**src/rtl/pe_stream_tx.sv**
```systemverilog
// Global-buffer to PE stream transmitter: one start_load pulse, then
// `length` SRAM words streamed into the PE FIFO under backpressure.
module pe_stream_tx #(
  parameter int DATA_WIDTH = 16,
  parameter int ADDR_WIDTH = 8,
  parameter int LEN_WIDTH  = 8
) (
  input  logic                  clk,
  input  logic                  rst_n,
  input  logic                  start,
  input  logic [ADDR_WIDTH-1:0] base_addr,
  input  logic [LEN_WIDTH-1:0]  length,
  output logic                  mem_rd_en,
  output logic [ADDR_WIDTH-1:0] mem_addr,
  input  logic [DATA_WIDTH-1:0] mem_rd_data,
  input  logic                  fifo_full,
  output logic                  start_load,
  output logic [DATA_WIDTH-1:0] data_out,
  output logic                  data_out_en,
  output logic                  busy,
  output logic                  done
);

  typedef enum logic [1:0] {
    IDLE,
    START,
    STREAM,
    DONE
  } state_t;

  state_t state, state_nx;

  logic [ADDR_WIDTH-1:0] rd_addr;
  logic [LEN_WIDTH-1:0]  len_q;
  logic [LEN_WIDTH-1:0]  issued;
  logic [LEN_WIDTH-1:0]  popped;
  logic                  inflight;
  logic                  wr_ptr;
  logic                  rd_ptr;
  logic [1:0]            count;
  logic [DATA_WIDTH-1:0] fifo_mem [2];

  logic       active;
  logic       pop;
  logic       issue;
  logic       last_pop;
  logic [2:0] occ;

  assign active   = (state == START) || (state == STREAM);
  assign occ      = {1'b0, count} + {2'b00, inflight};
  assign pop      = (count != 2'd0) && !fifo_full;
  // Reserve a slot for every read in flight so the buffer cannot overflow.
  assign issue    = active && (issued < len_q) &&
                    ((occ <= 3'd1) || pop);
  assign last_pop = pop && (popped == len_q - 1'b1);

  assign mem_rd_en   = issue;
  assign mem_addr    = rd_addr;
  assign data_out    = fifo_mem[rd_ptr];
  assign data_out_en = pop;
  assign start_load  = (state == START);
  assign busy        = active;
  assign done        = (state == DONE);

  always_comb begin
    state_nx = state;
    unique case (state)
      IDLE: begin
        if (start) begin
          state_nx = (length == '0) ? DONE : START;
        end
      end
      START:  state_nx = STREAM;
      STREAM: begin
        if (last_pop) begin
          state_nx = DONE;
        end
      end
      DONE:    state_nx = IDLE;
      default: state_nx = IDLE;
    endcase
  end

  always_ff @(posedge clk or negedge rst_n) begin
    if (!rst_n) begin
      state       <= IDLE;
      rd_addr     <= '0;
      len_q       <= '0;
      issued      <= '0;
      popped      <= '0;
      inflight    <= 1'b0;
      wr_ptr      <= 1'b0;
      rd_ptr      <= 1'b0;
      count       <= 2'd0;
      fifo_mem[0] <= '0;
      fifo_mem[1] <= '0;
    end else begin
      state    <= state_nx;
      inflight <= issue;
      count    <= count + {1'b0, inflight} - {1'b0, pop};
      if (state == IDLE && start) begin
        rd_addr <= base_addr;
        len_q   <= length;
        issued  <= '0;
        popped  <= '0;
      end
      if (issue) begin
        rd_addr <= rd_addr + 1'b1;
        issued  <= issued + 1'b1;
      end
      // SRAM data lands one cycle after its strobe.
      if (inflight) begin
        fifo_mem[wr_ptr] <= mem_rd_data;
        wr_ptr           <= ~wr_ptr;
      end
      if (pop) begin
        rd_ptr <= ~rd_ptr;
        popped <= popped + 1'b1;
      end
    end
  end

endmodule

```
**config.mk**
```make
export PLATFORM = sky130hd
export DESIGN_NAME = pe_stream_tx
export DESIGN_NICKNAME = d
export VERILOG_FILES = /design/src/rtl/pe_stream_tx.sv
export SDC_FILE = /design/constraint.sdc
export NUM_CORES = 1
export LEC_CHECK = 0
export ABC_AREA = 1
export CORE_ASPECT_RATIO = 1.2
export CORE_MARGIN = 5
export CORE_UTILIZATION = 55
export CTS_BUF_LIST = sky130_fd_sc_hd__clkbuf_8
export DETAILED_ROUTE_END_ITERATION = 16
export PLACE_DENSITY_LB_ADDON = 0.15
export SYNTH_ARGS = -nofsm -noshare
export SYNTH_HDL_FRONTEND = slang
export SYNTH_SLANG_ARGS = --single-unit
```
**constraint.sdc**
```tcl
create_clock -name clk -period 2.1 [get_ports clk]
set_input_delay 0.315 -clock clk [delete_from_list [all_inputs] [get_ports clk]]
set_output_delay 0.315 -clock clk [all_outputs]
set_load 0.02 [all_outputs]
```
==> flow_summary.toml <==
[worst_setup_path]
r2r_cells = 15
worstPathMaxFanout = 2
cp-end-kind = "output port"
start_kind = "register"
path_cells = "inv_2 -> ha_4 -> nand2_1 -> inv_1 -> a211oi_2 -> nand4_4 -> inv_2 -> buf_6"
cp.required_ns = 1.78
r2r-start = "len_q[1]"
path_class = "register to output port"
worst_r2r_endpoint = "state[0]"
cp_common_cell = "inv_2"
critPathSlowestCell = "dfrtp_1"
critPathBufInv = 4
max_stage_delay_ns = 0.39
rrSetupSlack_ns = 0.18
critPathTopFamily = "flip-flops"
cp.arrival_ns = 1.77

[sta]
max_clock_freq_ghz = 0.4792
drv_slew = 0
relSlewSlack_pct = 36.95
grt_setup_unrepaired = "true"
finalSetupViolCount = 0
tightest_slew_ns = 0.9457
finalSetupTns_ns = 0
finalHoldViolCount = 0
period_minus_slack_ns = 2.087
min_period_over_period_pct = 99.38
skew_ns = 0.008947

[power]
powerDensity_nw_per_um2 = 1558
p_total_mw = 7.827
leakage_nw = 2.682
vdd_ir_drop_max_mv = 0.7058

[synth]
post_synth_num_cell_types = 32
ys_async_sr_fraction_pct = 100.0
syn_nets = 536
yosysSeqAreaShare_pct = 46.39
syn_area_per_cell_um2 = 7.946
synth_area_um2 = 3830
yosysWarnings = 0
synth_top_area_share_pct = 46.39
synth_cells = 482
dominantRegCellSynth = "dfrtp_1"
synth_area_leader_cell = "dfrtp_1"
ys_ff_latch = 71
synthTopCellsByArea = "dfrtp_1 46%, nand2_1 15%, nand3_1 6.0%"
synth_commonest_cells = "156 x nand2_1, 71 x dfrtp_1, 51 x inv_1"
synth_edf_count = 0
synth_most_common_cell = "nand2_1"

[drt]
drc = 0
ant_nets = 0
wirelength_mm = 8.606
first_iter_violations = 125
routed_via_density = 5.165
wl_per_cell_um = 13.02
vias = 3414
first_pass_iters = 4

[layout]
n_antenna_cell = 0
syn2layout_area_growth_pct = 31.17
final_nets = 623
postLayoutCoreUtil_pct = 73.74
layout-drive-gt1-share_pct = 10.80
fill_cells = 518
multi_input_area_um2 = 1809
regArea_um2 = 1777

[floorplan]
die_h_um = 101.4
initial_utilization_pct = 56.22
rows = 33
core_um2 = 6813
die_w_um = 86.18
ios = 65
dieArea_um2 = 8739

[global_routing]
track_usage_pct = 20.80
antenna_found_initial = 0
grt_pass1_wl_mm = 14.66
grt_pass1_vias = 3464
grt.overflow.total = 0
grt_max_degree = 55

[placed_design]
numPortBuffers = 64
gp_congestion = 0.8122
dpl.hpwl_mm = 6.176

[clocking]
htree_levels = 3
cts_buffers = 9
clk-insertion-delay-late_ns = 0.34
clk_pin_slew_ns = 0.08
clock_path_buffers = 2
cts_root_buffer = "clkbuf_8"
tritoncts = "yes"
clock-sinks = 71

[job]
drv_cap = 0

[worst_hold_path]
holdCritPathClass = "input port to async pin"

[outcome]
status = "finished, final reports clean"
[how the worst max path moves through the flow]
stage                   start  cells after the start  slack, ns         to
finish               len_q[6]                      8       0.01  mem_rd_en
global route         len_q[5]                      7      -0.06  mem_rd_en
CTS                  len_q[5]                      7      -0.05  mem_rd_en
detailed placement   len_q[5]                      7      -0.15  mem_rd_en
global placement    fifo_full                      7      -0.12  mem_rd_en
floorplan            len_q[5]                      6       0.33  mem_rd_en
[final cells by class]
cell class	count	area share, %
clock buffer	9	2.466
multi-input combinational	340	36.02
sequential	71	35.37
tap	87	2.167
timing repair buffer	93	18.03
clock inverter	7	1.918
inverter	54	4.035
[timing repair]
action                                  CTS  global route
pin swaps                                 2             4
endpoints found under the setup margin    2            16
gates resized for setup                   9            18
buffers inserted                          0             1
hold endpoints to repair                 17             0
hold buffers                              1             0
[layout by cell type (no fill, tap or decap), types with 3 or more instances in the layout]
| cell type | n |
|---|---|
| o21ai_0 | 44 |
| inv_2 | 5 |
| dfrtp_1 | 71 |
| nand3_1 | 46 |
| a21oi_1 | 5 |
| clkdlybuf4s50_1 | 46 |
| nand4_1 | 3 |
| o21ai_1 | 8 |
| inv_1 | 50 |
| xor2_1 | 8 |
| dlymetal6s2s_1 | 15 |
| nand2_1 | 156 |
| clkbuf_8 | 9 |
| xnor2_1 | 11 |
| ha_1 | 15 |
| ha_4 | 3 |
| nor2_1 | 20 |
| buf_4 | 27 |
[routing by layer]
metal  up-vias  track usage (%)  share of wire (%)
met4         0            9.712                2.3
met1      1583            24.32                 40
met5         -                0                  0
li1       1707                -                  -
met2       104            37.27                 51
met3        20            3.255                6.1
[kinds of logic after synthesis]
family / Yosys count / synth area share (%)
and+or+nand+nor: 238 / 26.69
buffers and inverters: 71 / 7.350
DFF: 71 / 46.39
AOI/OAI and AO/OA: 63 / 8.821
xor gates and xnor gates: 19 / 4.345
adders and majority gates: 18 / 5.881
muxes: 2 / 0.5227
[through the flow]
stage / cells / cell area, um2 / hold WS (ns) / setup WS [ns]
after global routing: 661 / 5024 / 0.4595 / -0.06227
after CTS: 660 / 4954 / 0.4395 / -0.05278
after detailed placement: 643 / 4711 / 0.2845 / -0.1510
after floorplan: 482 / 3830 / 0.01941 / 0.3300
after global placement: 643 / 4711 / 0.2776 / -0.1236
final: 661 / 5024 / 0.4381 / 0.01309
[sequential cells by signal, indices dropped and copies added, names as in the netlist]
signal	cells
fifo_mem	32
state	2
inflight	1
rd_ptr	1
mem_addr	8
popped	8
issued	8
len_q	8
count	2
wr_ptr	1
[where the power goes]
group	total, mW	switching (mW)	internal (mW)
sequential	2.39	0.419	1.97
clock	1.20	0.526	0.673
combinational	4.24	2.43	1.81
Power figures use the tool's default switching activity.
